--- src/rtl/mcycle_pkg.sv ---
// Shared types for the multi-cycle multiply/divide sequencer.
package mcycle_pkg;

  typedef enum logic [1:0] {
    StIdle,
    StCompute,
    StDone
  } mc_state_e;

  localparam logic MC_MUL = 1'b0;
  localparam logic MC_DIV = 1'b1;

endpackage

--- src/rtl/mcycle_sequencer.sv ---
// Iterative unsigned shift-add multiply / restoring divide, one bit per cycle,
// with a pipeline stall request and a one-cycle completion pulse.
module mcycle_sequencer
  import mcycle_pkg::*;
#(
  parameter int unsigned WIDTH = 32
) (
  input  logic             CLK,
  input  logic             RESET,
  input  logic             Start,
  input  logic             MCycleOp,
  input  logic [WIDTH-1:0] Operand1,
  input  logic [WIDTH-1:0] Operand2,
  output logic [WIDTH-1:0] Result1,
  output logic [WIDTH-1:0] Result2,
  output logic             Busy,
  output logic             Done
);

  localparam int unsigned CntW = $clog2(WIDTH);
  localparam logic [CntW-1:0] CntLast = CntW'(WIDTH - 1);

  mc_state_e          state_q;
  logic [CntW-1:0]    count_q;
  logic               op_q;
  logic [WIDTH-1:0]   addend_q;  // multiplicand (mul) or divisor (div)
  logic [2*WIDTH-1:0] acc_q;
  logic [WIDTH-1:0]   rem_q;
  logic [WIDTH-1:0]   quo_q;

  logic [WIDTH:0]     mul_sum;
  logic [2*WIDTH-1:0] mul_next;
  logic [WIDTH:0]     div_shift;
  logic               div_ge;
  logic [WIDTH-1:0]   rem_next;
  logic [WIDTH-1:0]   quo_next;

  assign Busy = ((state_q == StIdle) && Start) || (state_q == StCompute);

  // Multiply step: conditional add into the high half with carry, then shift right.
  always_comb begin
    mul_sum  = {1'b0, acc_q[2*WIDTH-1:WIDTH]} + {1'b0, addend_q};
    mul_next = acc_q[0] ? {mul_sum, acc_q[WIDTH-1:1]} : {1'b0, acc_q[2*WIDTH-1:1]};
  end

  // Divide step: the partial remainder stays below the divisor, so it fits in WIDTH bits
  // between iterations; only the shifted trial value needs the extra bit.
  always_comb begin
    div_shift = {rem_q, quo_q[WIDTH-1]};
    div_ge    = div_shift >= {1'b0, addend_q};
    rem_next  = div_ge ? WIDTH'(div_shift - {1'b0, addend_q}) : div_shift[WIDTH-1:0];
    quo_next  = {quo_q[WIDTH-2:0], div_ge};
  end

  always_ff @(posedge CLK) begin
    if (RESET) begin
      state_q  <= StIdle;
      count_q  <= '0;
      op_q     <= MC_MUL;
      addend_q <= '0;
      acc_q    <= '0;
      rem_q    <= '0;
      quo_q    <= '0;
      Result1  <= '0;
      Result2  <= '0;
      Done     <= 1'b0;
    end else begin
      Done <= 1'b0;
      unique case (state_q)
        StIdle: begin
          if (Start) begin
            op_q     <= MCycleOp;
            addend_q <= (MCycleOp == MC_DIV) ? Operand2 : Operand1;
            acc_q    <= {{WIDTH{1'b0}}, Operand2};
            rem_q    <= '0;
            quo_q    <= Operand1;
            count_q  <= '0;
            state_q  <= StCompute;
          end
        end
        StCompute: begin
          if (op_q == MC_MUL) begin
            acc_q <= mul_next;
          end else begin
            rem_q <= rem_next;
            quo_q <= quo_next;
          end
          count_q <= count_q + 1'b1;
          if (count_q == CntLast) begin
            state_q <= StDone;
            Done    <= 1'b1;
            if (op_q == MC_MUL) begin
              Result1 <= mul_next[WIDTH-1:0];
              Result2 <= mul_next[2*WIDTH-1:WIDTH];
            end else begin
              Result1 <= quo_next;
              Result2 <= rem_next;
            end
          end
        end
        StDone: begin
          state_q <= StIdle;
        end
        default: begin
          state_q <= StIdle;
        end
      endcase
    end
  end

endmodule

--- config.mk ---
export PLATFORM = sky130hd
export DESIGN_NAME = mcycle_sequencer
export DESIGN_NICKNAME = d
export VERILOG_FILES = /design/src/rtl/mcycle_pkg.sv /design/src/rtl/mcycle_sequencer.sv
export SDC_FILE = /design/constraint.sdc
export NUM_CORES = 1
export LEC_CHECK = 0
export BUFFER_PORTS_ARGS = -buffer_cell sky130_fd_sc_hd__buf_2
export CELL_PAD_IN_SITES_DETAIL_PLACEMENT = 0
export CELL_PAD_IN_SITES_GLOBAL_PLACEMENT = 1
export CORE_MARGIN = 4
export CORE_UTILIZATION = 49
export CTS_CLUSTER_DIAMETER = 150
export DETAILED_ROUTE_END_ITERATION = 6
export GPL_ROUTABILITY_DRIVEN = 0
export PLACE_DENSITY = 0.92
export RECOVER_POWER = 25
export REMOVE_ABC_BUFFERS = 1
export SYNTH_ARGS = -nofsm -noshare
export SYNTH_HDL_FRONTEND = slang
export SYNTH_SLANG_ARGS = --single-unit
export TNS_END_PERCENT = 30
--- constraint.sdc ---
create_clock -name CLK -period 7.35 [get_ports CLK]
set_input_delay 1.1025 -clock CLK [delete_from_list [all_inputs] [get_ports CLK]]
set_output_delay 1.1025 -clock CLK [all_outputs]
set_load 0.1 [all_outputs]
After elaboration in Yosys (flattened, before gate mapping)
Cells that the tools add are included.
{"block": "word_totals", "register_bits": 233, "output_inout_bits": 66}
{"block": "classes", "n_eq_ne": 6, "muxes": 20, "add_sub_neg": 3, "bitwise_logic": 1, "reduce_logical": 11, "n_lt_le_gt_ge": 1}
{"operator": "$mux 32", "count": 8}
{"operator": "$mux 64", "count": 3}
{"operator": "$pmux 32 s2", "count": 2}
{"operator": "$pmux 64 s2", "count": 1}
{"operator": "$add 32x32->33", "count": 1}
{"operator": "$ge 33x32->1", "count": 1}
{"operator": "$sub 32x32->32", "count": 1}
{"operator": "$pmux 5 s2", "count": 1}
{"operator": "$reduce_and 2->1", "count": 4}
{"operator": "$ne 2x2->1 const B", "count": 3}
{"operator": "$reduce_and 3->1", "count": 2}
{"operator": "$add 5x1->5 const B", "count": 1}
{"operator": "$eq 5x5->1 const B", "count": 1}
{"operator": "$mux 5", "count": 1}
{"operator": "$mux 2", "count": 2}
{"operator": "$pmux 2 s2", "count": 1}
{"operator": "$eq 2x1->1 const B", "count": 1}
{"operator": "$logic_not 2->1", "count": 1}
{"operator": "$ne 2x1->1 const B", "count": 1}
{"operator": "$reduce_bool 2->1", "count": 1}
{"operator": "$reduce_or 2->1", "count": 1}
{"operator": "$logic_and 1x1->1", "count": 1}
{"operator": "$logic_or 1x1->1", "count": 1}
{"operator": "$mux 1", "count": 1}
{"operator": "$not 1->1", "count": 1}

Logic depth before layout (Yosys ltp)
Gate-level depths: netlist (run 1).
{"block": "logic_depth", "ltp_word": 4, "mapped_depth": 13, "mapped_depth_nobuf": 13}

Worst setup path before layout (run 1)
OpenSTA, ideal clock, no wires.
{"block": "synth_path", "kind": "in2out", "startpoint": "in Start", "endpoint": "out Busy", "arrival_ns": 2.064, "slack_ns": 4.184, "path_stages": 4, "n_path_buf": 1, "path_cell_list": "and2_1 > clkbuf_1 > nor2_1 > inv_1"}
{"block": "synth_between", "elab_chain_cells": 2}
{"item": "start: declaration", "line": "mcycle_sequencer.sv:10", "source": "input logic Start,"}
{"item": "$logic_and 1x1->1", "line": "mcycle_sequencer.sv:38", "source": "assign Busy = ((state_q == StIdle) && Start) || (state_q == StCompute);"}
{"item": "$logic_or 1x1->1", "line": "mcycle_sequencer.sv:38"}
{"item": "end: declaration", "line": "mcycle_sequencer.sv:16", "source": "output logic Busy,"}
No other way between the ends.

==> results of run 1 <==
layer usage:
layer	part of all wire, %	global-route usage [%]
met2	44	39.9
met1	47	37.5
met5	0	0
met4	2.0	5.80
met3	7.8	3.67
worst max-delay path by stage:
stage                           from     endpoint  slack [ns]  cells past startpoint
final                          RESET  Result2[27]        3.07                      5
after global routing           RESET  Result2[27]        2.70                      5
after CTS                      Start         Busy        3.71                      6
after detailed placement       RESET  Result2[16]        3.55                      7
after global placement         RESET  Result2[22]        3.60                      6
after floorplan           state_q[0]  Result2[16]        1.48                      7
per-stage QoR:
| stage | util (%) | setup slack, ns | area [µm²] | hold WS (ns) |
|---|---|---|---|---|
| CTS | 55.9 | 3.71 | 15700 | 0.460 |
| global route | 55.7 | 2.70 | 15600 | 0.488 |
| global placement | 52.7 | 3.60 | 14800 | 0.446 |
| finish | 55.7 | 3.07 | 15600 | 0.458 |
| detailed placement | 52.7 | 3.55 | 14800 | 0.452 |
| floorplan | - | 1.48 | 13500 | 0.434 |
cell families after synthesis:
family          synth area share [%]
simple gates                    18.9
flops                           33.3
mux                             8.19
xor+xnor                        3.06
compound gates                  25.3
buf+inv                         5.07
fa+ha+maj                       6.19
flip-flops by register name, indices dropped and copies added, names as in the netlist:
register and flops:
op_q 1, count_q 5, Result1 32, Result2 32, addend_q 32, Done 1, acc_q 64, rem_q 32
state_q 2, quo_q 32
power by group through the flow:
stage	clock network [W]	registers, W	logic, W
2_1_floorplan	0	0.00140	0.000409
6_report	0.00137	0.00138	0.000612
3_5_place_dp	0	0.00141	0.000596
3_3_place_gp	0	0.00141	0.000590
5_1_grt	0.00144	0.00139	0.000669
4_1_cts	0.00139	0.00138	0.000601
critical path: stages:
cell	delay [ns]
buf_6	0.34
clkbuf_1	2.46
nor2_1	0.32
a22oi_1	0.28
o21ai_0	0.11
cell usage after synthesis (8+ instances only):
library cell	n
nor2_1	238
dfxtp_1	233
nand2_1	232
a21oi_1	107
clkbuf_1	101
mux2i_1	89
a211oi_1	86
a311oi_1	70
ha_1	66
inv_1	55
o21ai_0	54
nand3_1	33
a22oi_1	31
xnor2_1	29
nor3_1	28
a21o_1	24
xor2_1	18
mux2_2	16
and2_1	12
nand2b_1	12
o211ai_1	12
a31oi_1	11
nor2b_1	11
buf_1	10
nand4_1	10
and3_1	9
o21bai_1	9
o31ai_1	9
o21a_1	8
o22ai_1	8
layout make-up:
cell class / instances / area (µm²)
Inverter: 55 / 206
Clock buffer: 33 / 717
Tap cell: 378 / 473
Timing Repair Buffer: 147 / 724
Fill cell: 2657 / 12400
Sequential cell: 233 / 4670
Clock inverter: 10 / 175
Multi-Input combinational cell: 1338 / 8640
==> flow_summary.ini, run 1 <==
[critical_path]
critPathCaptureType = flop
ff2ff_setup_slack_ns = 3.84
worstPathArrival_ns = 4.68
r2r-start = addend_q[22]
crit_required_ns = 7.75
start_kind = input pin
crit_type = in -> reg
ff2ff_path_depth = 11
r2r_end = Result2[24]
worstPathMaxFanout = 75

[timing]
max_freq_mhz = 234
finalHoldViolations = 0
tightest_slew_ns = 3.53
fin_skew_ns = 0.0177
setup_viol = 0
min_period_ns = 4.28
maxSlewViolCount = 185
period_share_pct = 58.2
rsz0062_at_grt = no
setup_tns_ns = 0
max_slew_margin_pct = -136

[global_routing]
grt_pass1_wl_um = 66200
track_usage_pct = 25.5
antenna_found_initial = 0
grt_pass1_vias = 12379
grt_overflow = 0
grt_start_max_net_pins = 76

[drt]
first_iter_violations = 1388
vias = 13261
wl_um = 41800
wire_per_inst_um = 19.0
drtPass1Iterations = 5
avgViaCountPerCell = 6.04
drc = 0
drtAntennaViolNets = 0

[floorplan]
initial_core_util_pct = 49.9
placementRows = 61
die_x_um = 177
dieArea_um2 = 31300
top_level_ports = 134
fp.dieH_um = 177
core_area_um2 = 28000

[synthesis]
synth_top_cell_by_area = dfxtp_1
synth_area_um2 = 14000
synth.avg_cell_area_um2 = 7.99
synthArstFlopShare_pct = 0
ys_seq_area_share_pct = 33.3
yosysWarnings = 0
ys_types = 93
synth_ff_type = dfxtp_1
synth_top_area_share_pct = 33.3
ys_ff_latch = 233
yosys-top-cells-area = dfxtp_1 (33%), nor2_1 (6.4%), mux2i_1 (6.4%)
synthCells = 1750
synth_edf_count = 0

[place]
hpwl_um = 29700
io_buffers = 133
place_inst = 2151

[job]
max-cap-violations = 3

[power_and_ir_drop]
switching_share_pct = 28.9
ir_worst_vdd_mv = 0.248
finalPower_w = 0.00337
power_switching_w = 0.000972
clkPwrFrac_pct = 40.8
p_comb_share_pct = 18.2
internal_power_w = 0.00240
p_leak_nw = 6.32
power_density_nw_per_um2 = 216
pwr-share-seq_pct = 41.1

[cts]
cts_tree = yes
numCtsBuffers = 24
clock_sinks = 233
cts_setup_buffers = 0
cts.clk_slew.worst_paths_ns = 0.07
cts_resized = 0
htree_levels = 1
cts_buffer_depth = 3
clock-root-buffer = clkbuf_16
insertion_delay_ns = 0.53
postCtsHoldBufs = 0

[worst_hold_path]
hp-start = Result1[31]
hold_class = reg -> reg
hold_depth = 2
hold_end = Result1[31]

[status]
violations = capacitance limit, slew limit
status = complete, but fails checks

[finish]
final_common_cell = nor2_1
finalNonFillerCells = 2194
nNetsFinal = 1935
drive_gt1_share_pct = 11.4
final_cell_mix = nor2_1 (236), dfxtp_1 (231), nand2_1 (230)
synthToLayoutAreaGrowth_pct = 11.5
antennaDiodeCount = 0
Power figures use the tool's default switching activity.
==> run 2: changes to the inputs <==
--- a/config.mk
+++ b/config.mk
@@ -9,11 +9,11 @@
 export CELL_PAD_IN_SITES_DETAIL_PLACEMENT = 0
 export CELL_PAD_IN_SITES_GLOBAL_PLACEMENT = 1
 export CORE_MARGIN = 4
-export CORE_UTILIZATION = 49
+export CORE_UTILIZATION = 41
 export CTS_CLUSTER_DIAMETER = 150
 export DETAILED_ROUTE_END_ITERATION = 6
 export GPL_ROUTABILITY_DRIVEN = 0
-export PLACE_DENSITY = 0.92
+export PLACE_DENSITY = 0.83
 export RECOVER_POWER = 25
 export REMOVE_ABC_BUFFERS = 1
 export SYNTH_ARGS = -nofsm -noshare
==> constraint.sdc (replaced) <==
create_clock -name CLK -period 3.5 [get_ports CLK]
set_input_delay 0.525 -clock CLK [delete_from_list [all_inputs] [get_ports CLK]]
set_output_delay 0.525 -clock CLK [all_outputs]
set_load 0.1 [all_outputs]
==> run 2 against run 1 <==
The run now ends clean. Routed wire length up 8.2%. Sequential power rose by 110%. Count of clock-buffer cells in the layout up 5. Clock skew up 0.013 ns. Critical path depth up 7. Critical endpoint is now Result2[24]. Combinational power rose by 120%. Worst setup slack got worse by 2.9 ns. Die area is 19% higher. Sequential share of layout area decreased by 0.60 points. Total power rose by 110%. Largest power group unchanged.
==> flow_summary.ini, run 2 (synthesis gave the netlist of run 1 again) <==
[critical_path]
cp_top_family = compound AO/OA/AOI/OAI gates
worstPathCellList = inv_1 > ha_1 > a211oi_1 > nor3b_1 > o31ai_1 > a31oi_1 > a21oi_2 > nand2_4 > buf_12 > mux2_4 > o2111ai_1 > a21oi_1
crit_type = reg -> reg
ff2ff_path_depth = 12
cp_slowest_cell = ha_1
r2r_end = Result2[24]
worstPathMaxFanout = 9
crit_required_ns = 3.91
worstPathArrival_ns = 3.73
critPathCaptureType = flop
cp.buffers_inverters = 2
ff2ff_setup_slack_ns = 0.18
start_kind = flop
r2r-start = addend_q[26]
slowest_delay_ns = 0.42

[global_routing]
track_usage_pct = 23.7
grt_pass1_vias = 12821
grt_start_max_net_pins = 63
grt_pass1_wl_um = 71200
grt_overflow = 0
antenna_found_initial = 1

[drt]
wl_um = 45200
first_iter_violations = 1138
wire_per_inst_um = 19.7
avgViaCountPerCell = 5.84
drtPass1Iterations = 5
drc = 0
drtAntennaViolNets = 0
vias = 13421

[power_and_ir_drop]
internal_power_w = 0.00492
power_density_nw_per_um2 = 443
p_leak_nw = 6.38
switching_share_pct = 30.3
power_switching_w = 0.00214
clkPwrFrac_pct = 39.8
pwr-share-seq_pct = 41.2
p_comb_share_pct = 19.1
ir_worst_vdd_mv = 0.365

[cts]
htree_levels = 1
clock-root-buffer = clkbuf_16
postCtsHoldBufs = 0
clock_sinks = 233
cts_buffer_depth = 3
insertion_delay_ns = 0.56
cts_tree = yes
cts.clk_slew.worst_paths_ns = 0.06
numCtsBuffers = 27

[timing]
setup_tns_ns = 0
maxSlewViolCount = 0
min_period_ns = 3.32
rsz0062_at_grt = no
tightest_slew_ns = 1.29
period_share_pct = 94.9
finalHoldViolations = 0
max_freq_mhz = 301
setup_viol = 0
fin_skew_ns = 0.0306
max_slew_margin_pct = 13.7

[finish]
multi_input_comb_area_um2 = 8640
drive_gt1_share_pct = 11.7
final_cell_mix = nor2_1 (236), dfxtp_1 (231), nand2_1 (230)
synthToLayoutAreaGrowth_pct = 13.8
largest_reg_flops = 64
finalNonFillerCells = 2299
largest_register = acc_q
seq_area_um2 = 4670
nNetsFinal = 1967
fill_cells = 3326
final_common_cell = nor2_1

[worst_hold_path]
hold_class = in -> reg
hp-start = Operand2[22]
hold_end = acc_q[22]
hold_depth = 3

[floorplan]
core_area_um2 = 33600
placementRows = 67
fp.dieH_um = 193
top_level_ports = 134
initial_core_util_pct = 41.6
dieArea_um2 = 37100
die_x_um = 193

[job]
max-cap-violations = 0

[status]
status = finished, final reports clean

[place]
hpwl_um = 32800
place_inst = 2250
io_buffers = 133
-- run 2: final cells by class --
class	count	share of cell area, %
timing repair buffer	176	6.14
clock buffer	38	4.75
antenna	1	0.0157
inverter	55	1.30
multi-input combinational	1338	54.3
sequential	233	29.3
tap	448	3.52
clock inverter	10	0.684
-- run 2: metrics by stage --
| stage | total power [W] | instance area (µm²) | worst slack (ns) | util, % | hold slack, ns |
|---|---|---|---|---|---|
| 6_report | 0.00706 | 15900 | 0.178 | 47.4 | 0.251 |
| 5_1_grt | 0.00736 | 15900 | 0.0279 | 47.4 | 0.249 |
| 4_1_cts | 0.00709 | 16000 | 0.219 | 47.6 | 0.229 |
| 3_5_place_dp | 0.00428 | 15100 | 0.233 | 45.0 | 0.453 |
| 3_3_place_gp | 0.00427 | 15100 | 0.284 | 45.0 | 0.442 |
| 2_1_floorplan | 0.00379 | 13500 | -2.37 | - | 0.434 |
-- run 2: worst max path at each step --
| stage | startpoint | end | slack [ns] | cells after the start |
|---|---|---|---|---|
| after global routing | addend_q[26] | Result2[12] | 0.03 | 12 |
| after detailed placement | addend_q[25] | Result2[7] | 0.23 | 12 |
| after floorplan | state_q[0] | Result2[16] | -2.37 | 7 |
| final | addend_q[26] | Result2[24] | 0.18 | 12 |
| after global placement | addend_q[25] | Result2[0] | 0.28 | 12 |
| after CTS | addend_q[25] | Result2[7] | 0.22 | 12 |
-- run 2: power by group through the flow --
stage	clock network (W)	logic [W]	registers, W
floorplan	0	0.000859	0.00293
global placement	0	0.00132	0.00296
detailed placement	0	0.00132	0.00296
CTS	0.00286	0.00133	0.00290
global route	0.00296	0.00148	0.00292
finish	0.00281	0.00134	0.00291
-- run 2: worst register-to-register path: stages (launching register included) --
cell and delay [ns]:
dfxtp_1 0.39, inv_1 0.09, ha_1 0.42, a211oi_1 0.30, nor3b_1 0.12, o31ai_1 0.26, a31oi_1 0.19, a21oi_2 0.39
nand2_4 0.22, buf_12 0.20, mux2_4 0.30, o2111ai_1 0.20, a21oi_1 0.09
-- run 2: timing repair --
action | CTS | global route
setup buffers | 0 | 0
setup endpoints to repair | 0 | 1
endpoints found under the hold margin | 0 | 0
resized for setup | 0 | 1
-- run 2: routing by layer --
| metal | global-route usage [%] | vias up | part of all wire (%) |
|---|---|---|---|
| met2 | 37.0 | 458 | 44 |
| li1 | - | 6511 | - |
| met5 | 0 | - | 0 |
| met3 | 3.02 | 108 | 6.8 |
| met1 | 33.6 | 6344 | 45 |
| met4 | 8.69 | 0 | 3.8 |
==> run 3: changes to the inputs <==
--- a/config.mk
+++ b/config.mk
@@ -15,7 +15,6 @@
 export GPL_ROUTABILITY_DRIVEN = 0
 export PLACE_DENSITY = 0.83
 export RECOVER_POWER = 25
-export REMOVE_ABC_BUFFERS = 1
 export SYNTH_ARGS = -nofsm -noshare
 export SYNTH_HDL_FRONTEND = slang
 export SYNTH_SLANG_ARGS = --single-unit
==> run 3 against run 2 <==
The run now ends with capacitance limit, slew limit left. Total power rose by 2.1%. Register-to-register slack got worse by 0.03 ns. Non-clock buffer count fell by 6. Largest power group is now clock. Die area did not move. First-iteration DRC count fell by 3.6%. Highest routed layer is now met5. Critical endpoint is now Result2[26]. Worst hold slack improved by 0.0036 ns. Clock power rose by 5%. Worst setup slack got worse by 0.025 ns. Final cell count fell by 0.26%. Combinational power barely moved. Via count fell by 0.46%.
==> flow_summary.ini, run 3 (synthesis gave the netlist of run 1 again) <==
[place]
hpwl_um = 31900
io_buffers = 133
pre_cts_ws_ns = 0.158
place_area_um2 = 15100
place_inst = 2244

[timing]
min_period_ns = 3.35
maxSlewViolCount = 27
max_slew_margin_pct = -42.4
setup_tns_ns = 0
tightest_slew_ns = 2.14
fin_skew_ns = 0.0177
period_share_pct = 95.6
holdWs_ns = 0.254
setup_viol = 0
setup_slack_ns = 0.153
finalHoldViolations = 0
max_freq_mhz = 299
rsz0062_at_grt = no

[finish]
nNetsFinal = 1960
fin_area_um2 = 16000
final_common_cell = nor2_1
finalNonFillerCells = 2293
largest_register = acc_q
synthToLayoutAreaGrowth_pct = 14.1
final_cell_mix = nor2_1 (236), dfxtp_1 (231), nand2_1 (230)
drive_gt1_share_pct = 12.2
largest_reg_flops = 64

[power_and_ir_drop]
clkPwrFrac_pct = 41.2
power_density_nw_per_um2 = 451
internal_power_w = 0.00508
switching_share_pct = 29.5
ir_worst_vdd_mv = 0.239
pwr-share-seq_pct = 40.3
p_comb_share_pct = 18.5
p_leak_nw = 6.43
power_switching_w = 0.00213

[drt]
vias = 13359
first_iter_violations = 1097
drtAntennaViolNets = 0
drtPass1Iterations = 5
avgViaCountPerCell = 5.83
drc = 0
wire_per_inst_um = 19.5
wl_um = 44800

[synthesis]
synth_nets = 1886

[floorplan]
dieArea_um2 = 37100
placementRows = 67
core_area_um2 = 33600
initial_core_util_pct = 41.6
top_level_ports = 134
fp.dieH_um = 193
die_x_um = 193

[global_routing]
use_met2_pct = 35.7
grt_overflow = 0
grt_pass1_vias = 12685
grt_pass1_wl_um = 70700
antenna_found_initial = 2
track_usage_pct = 23.5
grtUsageMet1_pct = 34.8
global_route.usage.met3_pct = 3.47
busiest_layer = met2
grt_start_max_net_pins = 83

[critical_path]
worstPathArrival_ns = 3.82
r2r_end = Result2[26]
critPathCaptureType = flop
worstPathMaxFanout = 5
ff2ff_setup_slack_ns = 0.15
r2r-start = addend_q[16]
crit_type = reg -> reg
ff2ff_path_depth = 11
crit_required_ns = 3.97
start_kind = flop

[cts]
postCtsHoldBufs = 0
insertion_delay_ns = 0.55
clock-root-buffer = clkbuf_16
cts.clk_slew.worst_paths_ns = 0.06
htree_levels = 1
numCtsBuffers = 26
cts_tree = yes
cts_buffer_depth = 3
clock_sinks = 233

[worst_hold_path]
hp-start = Operand2[18]
hold_depth = 3
hold_end = acc_q[18]
hold_class = in -> reg

[status]
status = complete, but fails checks
violations = capacitance limit, slew limit

[job]
max-cap-violations = 1
## run 3: changes by cell type in the layout (fill, tap and decap cells not counted), moves of 2 or more
cell,previous run,this run
buf_2,76,90
bufinv_16,2,4
clkbuf_1,64,53
buf_4,35,30
clkinv_2,6,3
## run 3: through the flow
step           utilization [%]  total power (W)
2_1_floorplan                -          0.00386
3_3_place_gp              44.9          0.00426
3_5_place_dp              44.9          0.00427
4_1_cts                   47.6          0.00722
5_1_grt                   47.5          0.00750
6_report                  47.5          0.00720
## run 3: how the worst max path moves through the flow
stage | startpoint | end | slack (ns) | depth (start not counted)
detailed placement | addend_q[25] | Result2[0] | 0.16 | 12
global placement | addend_q[25] | Result2[0] | 0.16 | 12
CTS | addend_q[25] | Result2[0] | 0.16 | 12
global route | addend_q[6] | Result2[0] | 0.05 | 12
finish | addend_q[16] | Result2[26] | 0.15 | 11
floorplan | addend_q[9] | Result2[24] | 0.74 | 13
## run 3: metal layers
layer	wire length, µm	vias to the layer above
met5	7	-
met4	1170	2
met3	3590	71
met2	19000	563
met1	21000	6233
li1	-	6490
## run 3: what timing repair did
| item | in CTS | in global routing |
|---|---|---|
| resized for setup | 0 | 5 |
| setup buffers | 0 | 0 |
| setup endpoints to repair | 0 | 5 |
## run 3: area by class of cell
type / instances / area (µm²)
Fill cell: 3311 / 17700
Multi-Input combinational cell: 1338 / 8660
Sequential cell: 233 / 4670
Timing Repair Buffer: 170 / 937
Clock buffer: 41 / 778
Tap cell: 448 / 561
Inverter: 55 / 206
Clock inverter: 7 / 135
Antenna cell: 1 / 2.50
## run 3: worst max-delay path, cell delays in order, from the launching register on
cell and delay [ns]:
dfxtp_1 0.40, inv_1 0.07, ha_1 0.37, and2_2 0.22, nand3_1 0.09, or4_1 0.44, o31ai_1 0.59, a31oi_1 0.26
xnor2_2 0.20, a21boi_1 0.09, a2111o_1 0.40, a21oi_1 0.13
## run 3: power groups by stage
stage / clock network (W) / logic [W] / registers [W]
CTS: 0.00301 / 0.00131 / 0.00290
floorplan: 0 / 0.000951 / 0.00291
global placement: 0 / 0.00130 / 0.00296
global route: 0.00312 / 0.00146 / 0.00292
finish: 0.00296 / 0.00133 / 0.00291
detailed placement: 0 / 0.00131 / 0.00296
